==> src/rtl/alu_pkg.sv <==
// Shared ALU definitions: operation codes, writeback tag layout, buffer state
// encoding and a code-legality helper. The ALU control unit uses the same codes.
package alu_pkg;

  localparam logic [3:0] ALU_AND = 4'b0000;
  localparam logic [3:0] ALU_OR  = 4'b0001;
  localparam logic [3:0] ALU_ADD = 4'b0010;
  localparam logic [3:0] ALU_SUB = 4'b0110;
  localparam logic [3:0] ALU_SLT = 4'b0111;
  localparam logic [3:0] ALU_NOR = 4'b1100;

  // Buffer occupancy. Bit 0 = main register holds an entry, bit 1 = skid
  // register holds an entry, so out_valid and in_ready are plain flop bits.
  localparam logic [1:0] ST_EMPTY = 2'b00;
  localparam logic [1:0] ST_ONE   = 2'b01;
  localparam logic [1:0] ST_FULL  = 2'b11;

  // Writeback tag carried alongside each result.
  typedef struct packed {
    logic [4:0] rd;
    logic       wr_en;
  } alu_tag_t;

  function automatic logic alu_code_legal(input logic [3:0] ctl);
    case (ctl)
      ALU_AND, ALU_OR, ALU_ADD, ALU_SUB, ALU_SLT, ALU_NOR: alu_code_legal = 1'b1;
      default:                                            alu_code_legal = 1'b0;
    endcase
  endfunction

endpackage

==> src/rtl/alu_exec_stage_core.sv <==
// Purely combinational ALU. Undefined codes yield result 0 and raise illegal.
module alu_exec_stage_core
  import alu_pkg::*;
#(
  parameter int WIDTH = 32
) (
  input  logic [3:0]       alu_ctl,
  input  logic [WIDTH-1:0] op_a,
  input  logic [WIDTH-1:0] op_b,
  output logic [WIDTH-1:0] result,
  output logic             zero,
  output logic             illegal
);

  logic slt;

  assign slt = ($signed(op_a) < $signed(op_b));

  // Operation select; ADD/SUB wrap naturally at WIDTH bits.
  always_comb begin
    result = '0;
    case (alu_ctl)
      ALU_AND: result = op_a & op_b;
      ALU_OR:  result = op_a | op_b;
      ALU_ADD: result = op_a + op_b;
      ALU_SUB: result = op_a - op_b;
      ALU_SLT: result = {{(WIDTH-1){1'b0}}, slt};
      ALU_NOR: result = ~(op_a | op_b);
      default: result = '0;
    endcase
  end

  assign zero    = (result == '0);
  assign illegal = !alu_code_legal(alu_ctl);

endmodule

==> src/rtl/alu_exec_stage.sv <==
// Registered ALU execute stage with a two-entry skid buffer and a saturating
// retired-operation counter.
//
// state    | meaning
// ---------+----------------------------------------------
// ST_EMPTY | no entry buffered, out_valid=0, in_ready=1
// ST_ONE   | main register presented, skid empty
// ST_FULL  | main presented and skid occupied, in_ready=0
module alu_exec_stage
  import alu_pkg::*;
#(
  parameter int WIDTH = 32,
  parameter int CNT_W = 16
) (
  input  logic             clk,
  input  logic             rst,
  input  logic             in_valid,
  output logic             in_ready,
  input  logic [3:0]       alu_ctl,
  input  logic [WIDTH-1:0] op_a,
  input  logic [WIDTH-1:0] op_b,
  input  logic [4:0]       rd_in,
  input  logic             wr_en_in,
  input  logic             flush,
  output logic             out_valid,
  input  logic             out_ready,
  output logic [WIDTH-1:0] result,
  output logic             zero,
  output logic [4:0]       rd_out,
  output logic             wr_en_out,
  output logic             illegal,
  output logic [CNT_W-1:0] op_count
);

  typedef struct packed {
    logic [WIDTH-1:0] result;
    logic             zero;
    alu_tag_t         tag;
    logic             illegal;
  } entry_t;

  logic [1:0]       state_q, state_d;
  entry_t           main_q, skid_q, new_entry;
  logic [CNT_W-1:0] cnt_q;
  logic             accept, retire;
  logic             load_main, load_skid, move_skid;
  logic [WIDTH-1:0] core_result;
  logic             core_zero, core_illegal;

  alu_exec_stage_core #(.WIDTH(WIDTH)) u_core (
    .alu_ctl (alu_ctl),
    .op_a    (op_a),
    .op_b    (op_b),
    .result  (core_result),
    .zero    (core_zero),
    .illegal (core_illegal)
  );

  // An undefined code must never write the register file.
  assign new_entry = '{result:  core_result,
                       zero:    core_zero,
                       tag:     '{rd: rd_in, wr_en: wr_en_in & ~core_illegal},
                       illegal: core_illegal};

  // Both handshake flags come straight from state flop bits.
  assign out_valid = state_q[0];
  assign in_ready  = ~state_q[1];
  assign accept    = in_valid && in_ready;
  assign retire    = out_valid && out_ready;

  // Next-state and buffer-movement decode; flush overrides to EMPTY.
  always_comb begin
    state_d   = state_q;
    load_main = 1'b0;
    load_skid = 1'b0;
    move_skid = 1'b0;
    case (state_q)
      ST_EMPTY: begin
        if (accept) begin
          load_main = 1'b1;
          state_d   = ST_ONE;
        end
      end
      ST_ONE: begin
        if (accept && retire) begin
          load_main = 1'b1;
        end else if (accept) begin
          load_skid = 1'b1;
          state_d   = ST_FULL;
        end else if (retire) begin
          state_d = ST_EMPTY;
        end
      end
      ST_FULL: begin
        if (retire) begin
          move_skid = 1'b1;
          state_d   = ST_ONE;
        end
      end
      default: state_d = ST_EMPTY;
    endcase
    if (flush) begin
      state_d = ST_EMPTY;
    end
  end

  // State and buffer registers; payload of a flushed op may land in a
  // register but is never presented because the state goes EMPTY.
  always_ff @(posedge clk or posedge rst) begin
    if (rst) begin
      state_q <= ST_EMPTY;
      main_q  <= '0;
      skid_q  <= '0;
    end else begin
      state_q <= state_d;
      if (load_main) begin
        main_q <= new_entry;
      end else if (move_skid) begin
        main_q <= skid_q;
      end
      if (load_skid) begin
        skid_q <= new_entry;
      end
    end
  end

  // Retired-operation counter, saturating at all-ones; retires in a flush
  // cycle still count.
  always_ff @(posedge clk or posedge rst) begin
    if (rst) begin
      cnt_q <= '0;
    end else if (retire && (cnt_q != {CNT_W{1'b1}})) begin
      cnt_q <= cnt_q + 1'b1;
    end
  end

  assign result    = main_q.result;
  assign zero      = main_q.zero;
  assign rd_out    = main_q.tag.rd;
  assign wr_en_out = main_q.tag.wr_en;
  assign illegal   = main_q.illegal;
  assign op_count  = cnt_q;

endmodule

==> config.mk <==
export PLATFORM = sky130hd
export DESIGN_NAME = alu_exec_stage
export DESIGN_NICKNAME = d
export VERILOG_FILES = /design/src/rtl/alu_pkg.sv /design/src/rtl/alu_exec_stage_core.sv /design/src/rtl/alu_exec_stage.sv
export SDC_FILE = /design/constraint.sdc
export NUM_CORES = 1
export LEC_CHECK = 0
export CELL_PAD_IN_SITES_DETAIL_PLACEMENT = 1
export CELL_PAD_IN_SITES_GLOBAL_PLACEMENT = 1
export CORE_ASPECT_RATIO = 1.25
export CORE_MARGIN = 2
export CORE_UTILIZATION = 42
export DETAILED_ROUTE_END_ITERATION = 10
export GPL_TIMING_DRIVEN = 1
export PLACE_DENSITY_LB_ADDON = 0.08
export SYNTH_ARGS = -nofsm -noshare
export SYNTH_HDL_FRONTEND = slang
export SYNTH_SLANG_ARGS = --single-unit
==> constraint.sdc <==
create_clock -name clk -period 4.9 [get_ports clk]
set_input_delay 1.225 -clock clk [delete_from_list [all_inputs] [get_ports clk]]
set_output_delay 1.225 -clock clk [all_outputs]
set_load 0.005 [all_outputs]
==> results of run 1 <==
## per-stage QoR
step | cells | setup slack (ps)
5_1_grt | 1940 | -59.5
2_1_floorplan | 1317 | 665
3_5_place_dp | 1924 | -304
4_1_cts | 1940 | 42.8
3_3_place_gp | 1924 | -212
6_report | 1940 | 144
## cells in the mapped netlist, types with 7 or more instances
master	n	area share, %
a211o_1	7	0.60
a211oi_1	13	0.95
a21o_1	9	0.66
a21oi_1	102	5.0
a221o_1	15	1.5
a221oi_1	13	1.1
a22oi_1	11	0.80
and2_1	10	0.61
and3_1	10	0.61
buf_1	10	0.36
buf_2	22	1.1
clkbuf_1	37	1.3
dfrtp_1	98	24
ha_1	113	14
inv_1	99	3.6
mux2_2	18	2.0
mux2i_1	31	3.0
nand2_1	176	6.4
nand2b_1	12	0.73
nand3_1	19	0.92
nand4_1	15	0.91
nor2_1	113	4.1
nor2b_1	18	1.1
nor3_1	22	1.1
nor4_1	20	1.2
o211ai_1	15	1.1
o21a_1	12	0.87
o21ai_0	79	3.8
o21ai_1	11	0.53
o21bai_1	12	0.87
o22a_1	8	0.68
o22ai_1	8	0.49
o31ai_1	11	0.80
xnor2_1	13	1.1
xor2_1	7	0.60
## worst max-delay path: stages
cell,delay (ps)
clkdlybuf4s50_1,570
ha_1,230
inv_1,80
fa_1,380
nor2b_1,200
o2111a_1,230
o21ai_1,150
a2111oi_2,390
buf_4,180
nor2_1,40
o41a_1,420
xnor2_1,150
a211oi_2,290
and3_1,210
nand4_1,120
o21ai_1,160
## sequential cells by signal, summed over array words and instances, names as in the netlist
signal / count
rd_out: 5
illegal: 1
skid_q: 40
result: 32
wr_en_out: 1
zero: 1
op_count: 16
state_q: 2
## worst paths after layout
kind,start,to,slack (ps),cells past startpoint
setup / recovery,op_b[0],skid_q[7],140,16
hold / removal,skid_q[17],skid_q[17],480,2
setup reg to reg,op_count[4],op_count[14],2290,10
hold reg to reg,skid_q[17],skid_q[17],480,2
max in group asynchronous,rst,result[0],2670,3
min in group asynchronous,rst,result[13],1470,2
## cell type report
class / count / area (µm²)
repair buffers: 350 / 3010
clock buffers: 9 / 225
fillers: 2960 / 10400
multi-input cells: 1045 / 7260
inverters: 101 / 382
clock inverters: 7 / 98.8
well taps: 330 / 413
flip-flops and latches: 98 / 2450
## cells by family after synthesis
family	Yosys count	synth area share, %
xor gates and xnor gates	20	1.70
DFF	98	23.8
and+or+nand+nor	455	21.0
buffers and inverters	174	6.79
adders and majority gates	115	14.1
muxes	49	4.98
AOI/OAI and AO/OA	406	27.6
## per-layer routing
layer	up-vias	wire length (µm)	track usage, %
met4	0	1520	12.3
met2	295	21100	58.8
met3	90	1570	3.21
met1	5551	17100	38.9
li1	5313	-	-
met5	-	0	0
## power groups by stage
stage	Combinational [mW]	Sequential [mW]	Clock, mW
2_1_floorplan	0.892	1.23	0
3_3_place_gp	1.73	1.26	0
3_5_place_dp	1.79	1.28	0
4_1_cts	1.82	1.27	0.787
5_1_grt	2.01	1.30	0.820
6_report	1.83	1.27	0.781
==> impl_metrics.env, run 1 <==
export IMPL_status="finished, final reports clean"
export IMPL_intPower_mw=2.42
export IMPL_max_freq_ghz=0.210
export IMPL_skew_ps=6.77
export IMPL_antenna_found_initial=0
export IMPL_maxSlewHeadroom_pct=12.1
export IMPL_switchingPower_mw=1.46
export IMPL_critPathMaxFanout=3
export IMPL_die_height_um=179
export IMPL_drtAntennaViolNets=0
export IMPL_root_buffer="clkbuf_16"
export IMPL_worstHoldPathType="reg -> reg"
export IMPL_area_delta_synth_final_pct=34.3
export IMPL_clockBufferDepth=2
export IMPL_grt_max_degree=80
export IMPL_dpl_cell_area_mm2=0.0134
export IMPL_synthFlopType="dfrtp_1"
export IMPL_worst_ep_required_time_ps=5180
export IMPL_first_global_vias=11900
export IMPL_setup_viol=0
export IMPL_slew_viol_final=0
export IMPL_synth_seq_area_share_pct=23.8
export IMPL_crit_path_start_kind="primary input"
export IMPL_p_comb_share_pct=47.1
export IMPL_gr_usage_all_layers_pct=32.3
export IMPL_diodes=0
export IMPL_postSynthAreaPerCell_um2=7.82
export IMPL_dieArea_mm2=0.0258
export IMPL_cp_arrival_ps=5030
export IMPL_power_density_mw_per_mm2=280
export IMPL_crit_type="in -> reg"
export IMPL_grt_pass1_wl_um=64900
export IMPL_seqPwrFrac_pct=32.7
export IMPL_syn_cell_area_mm2=0.0103
export IMPL_drt_iter0_drc=688
export IMPL_fin_tns_setup_ps=0
export IMPL_vias=11200
export IMPL_post_cts_resized=0
export IMPL_io_buffer_count=136
export IMPL_synth_nets=1511
export IMPL_synth_edf_count=0
export IMPL_path_clk_slew_ps=70
export IMPL_viasPerCell=5.80
export IMPL_io_pins=137
export IMPL_layout_common_cells="buf_4, nand2_1, clkdlybuf4s50_1"
export IMPL_fin_crit_ps=4760
export IMPL_drc=0
export IMPL_layout_commonest_cell="buf_4"
export IMPL_nets=1799
export IMPL_max_cap_violations=0
export IMPL_cts_tree="yes"
export IMPL_tightestPinTransition_ps=1310
export IMPL_hpwlAfterDp_um=33000
export IMPL_design_area_mm2=0.0138
export IMPL_core_area_mm2=0.0243
export IMPL_whs_ps=483
export IMPL_synth_cell_types=99
export IMPL_crit_path_end_kind="flop"
export IMPL_initial_utilization_pct=42.4
export IMPL_clk_insertion_delay_late_ps=350
export IMPL_wl_um=41300
export IMPL_grt_overflow=0
export IMPL_die_x_um=144
export IMPL_vdd_drop_max_mv=0.160
export IMPL_clock_sinks=98
export IMPL_p_leak_nw=6.52
export IMPL_power_switching_share_pct=37.6
export IMPL_cts_max_level=3
export IMPL_hold_buffers=0
export IMPL_drive_above_1_share_pct=19.0
export IMPL_syn_inst=1317
export IMPL_fp_row_count=64
export IMPL_place_congestion=0.971
export IMPL_utilization_pct=57.0
export IMPL_period_share_pct=97.1
export IMPL_totalPowerFinal_mw=3.88
export IMPL_drt_pass1_iter_count=5
export IMPL_numCtsBuffers=9
export IMPL_async_flop_share_pct=100
export IMPL_synth_warning_count=0
export IMPL_post_cts_setup_buffers=0
export IMPL_synth_seq_cells=98
export IMPL_avgRoutedWirePerCell_um=21.3
export IMPL_clkPwrFrac_pct=20.1
export IMPL_finalHoldViolCount=0
(Power assumes the default switching activity.)
==> run 2, diff against run 1 <==
Settings changed: CORE_MARGIN 2 to 4, PLACE_DENSITY from default to 0.86, PLACE_DENSITY_LB_ADDON 0.08 to default.
==> run 2 against run 1 <==
  * Die area up 5.1%
  * Sequential share of layout area is 0.25 points higher
  * Critical path type unchanged
  * Cell count shrank 1.4%
  * Utilization decreased by 0.079 points
  * Largest cell class unchanged
  * Highest routed layer unchanged
  * Critical endpoint unchanged
  * Clock power is essentially flat
  * Fmax decreased by 2.0%
  * Largest power group unchanged
==> impl_metrics.env, run 2 (synthesized netlist as in run 1, its figures left out) <==
export IMPL_diodes=0
export IMPL_first_global_vias=12200
export IMPL_core_area_mm2=0.0240
export IMPL_layout_commonest_cell="buf_4"
export IMPL_drtAntennaViolNets=0
export IMPL_die_height_um=183
export IMPL_place_congestion=0.999
export IMPL_crit_family="compound AO/OA/AOI/OAI gates"
export IMPL_maxSlewHeadroom_pct=11.9
export IMPL_clk_insertion_delay_late_ps=360
export IMPL_grt_max_degree=57
export IMPL_cts_max_level=3
export IMPL_drc=0
export IMPL_drt_pass1_iter_count=6
export IMPL_drt_iter0_drc=1006
export IMPL_worst_ep_required_time_ps=5170
export IMPL_regMostFlops="skid_q"
export IMPL_slew_viol_final=0
export IMPL_utilization_pct=56.9
export IMPL_wl_um=44500
export IMPL_path_cells="clkdlybuf4s50_1 > inv_1 > ha_1 > buf_4 > a21oi_1 > buf_4 > o21ai_0 > buf_4 > nor2_1 > a21oi_1 > o21ai_0 > a21oi_1 > mux2i_1 > a211oi_1 > and3_1 > nand4_1 > o21ai_2"
export IMPL_dieArea_mm2=0.0271
export IMPL_critPathMaxFanout=5
export IMPL_skew_ps=11.2
export IMPL_antenna_found_initial=0
export IMPL_finalHoldViolCount=0
export IMPL_numCtsBuffers=9
export IMPL_grt_overflow=0
export IMPL_clockBufferDepth=2
export IMPL_avgRoutedWirePerCell_um=23.2
export IMPL_crit_type="in -> reg"
export IMPL_largest_reg_flops=40
export IMPL_initial_utilization_pct=43.0
export IMPL_drive_above_1_share_pct=17.8
export IMPL_worst_path_buf_inv=5
export IMPL_cts_tree="yes"
export IMPL_whs_ps=478
export IMPL_fin_crit_ps=4850
export IMPL_power_density_mw_per_mm2=294
export IMPL_grt_pass1_wl_um=68800
export IMPL_crit_path_start_kind="primary input"
export IMPL_clock_sinks=98
export IMPL_setup_viol=0
export IMPL_io_buffer_count=136
export IMPL_vdd_drop_max_mv=0.177
export IMPL_rsz0062_at_grt="no"
export IMPL_nets=1777
export IMPL_tightestPinTransition_ps=1320
export IMPL_gr_usage_all_layers_pct=31.8
export IMPL_max_freq_ghz=0.206
export IMPL_slowest_delay_ps=480
export IMPL_hpwlAfterDp_um=32700
export IMPL_crit_path_end_kind="flop"
export IMPL_fp_row_count=63
export IMPL_post_cts_setup_buffers=0
export IMPL_area_delta_synth_final_pct=32.5
export IMPL_fin_tns_setup_ps=0
export IMPL_worstHoldPathType="reg -> reg"
export IMPL_p_leak_nw=6.40
export IMPL_max_cap_violations=0
export IMPL_design_area_mm2=0.0136
export IMPL_io_pins=137
export IMPL_cp_arrival_ps=5120
export IMPL_layout_common_cells="buf_4, nand2_1, clkdlybuf4s50_1"
export IMPL_cpMaxStageDelayCell="clkdlybuf4s50_1"
export IMPL_path_clk_slew_ps=70
export IMPL_period_share_pct=99.0
export IMPL_status="finished, final reports clean"
export IMPL_root_buffer="clkbuf_16"
export IMPL_die_x_um=148
export IMPL_viasPerCell=6.17
export IMPL_vias=11800
export IMPL_dpl_cell_area_mm2=0.0133
run 2: changes by cell type in the layout (fill, tap and decap cells not counted), sizes merged:
cell	change
clkinvlp	+1
buf	-22
bufinv	-1
run 2: worst paths after layout:
check / from / endpoint / slack (ps) / cells past startpoint
hold reg to reg: skid_q[25] / skid_q[25] / 480 / 2
min in group asynchronous: rst / result[25] / 1350 / 2
setup / recovery: op_a[10] / skid_q[7] / 50 / 17
hold / removal: skid_q[25] / skid_q[25] / 480 / 2
setup reg to reg: state_q[0] / result[8] / 2220 / 5
max in group asynchronous: rst / op_count[8] / 2720 / 3
run 2: cell type report:
cell class	instances	area (µm²)
fill	2916	10300
tap	325	407
multi-input combinational	1045	7270
timing repair buffer	328	2820
clock buffer	9	225
inverter	101	382
clock inverter	7	93.8
sequential	98	2450
run 2: timing repair:
item,CTS,global route
endpoints found under the setup margin,0,6
hold buffers,0,0
resized for setup,0,13
run 2: where the power goes:
group | internal (mW) | switching [mW] | leakage [nW]
logic | 0.872 | 1.03 | 5.00
registers | 1.08 | 0.239 | 1.25
clock network | 0.411 | 0.372 | 0.153
total | 2.36 | 1.64 | 6.40
run 2: tightest hold or removal path: cells and delay by family, from the launching register on:
family           cells  cell delay, ps
AND/OR/NAND/NOR      2             100
flip-flops           1             340
run 2: per-stage QoR:
step                cells  setup slack, ps  total power [mW]
CTS                  1913             31.1              3.97
finish               1913             49.1              4.01
global placement     1897             -181              2.94
floorplan            1317              665              2.13
detailed placement   1897             -195              3.07
global route         1913             7.65              4.20
run 2: routing by layer:
metal	vias up	track usage [%]	wire length (µm)
met4	0	14.0	2100
met1	5870	37.7	17300
li1	5267	-	-
met3	163	3.86	2440
met5	-	0	0
met2	502	57.6	22600
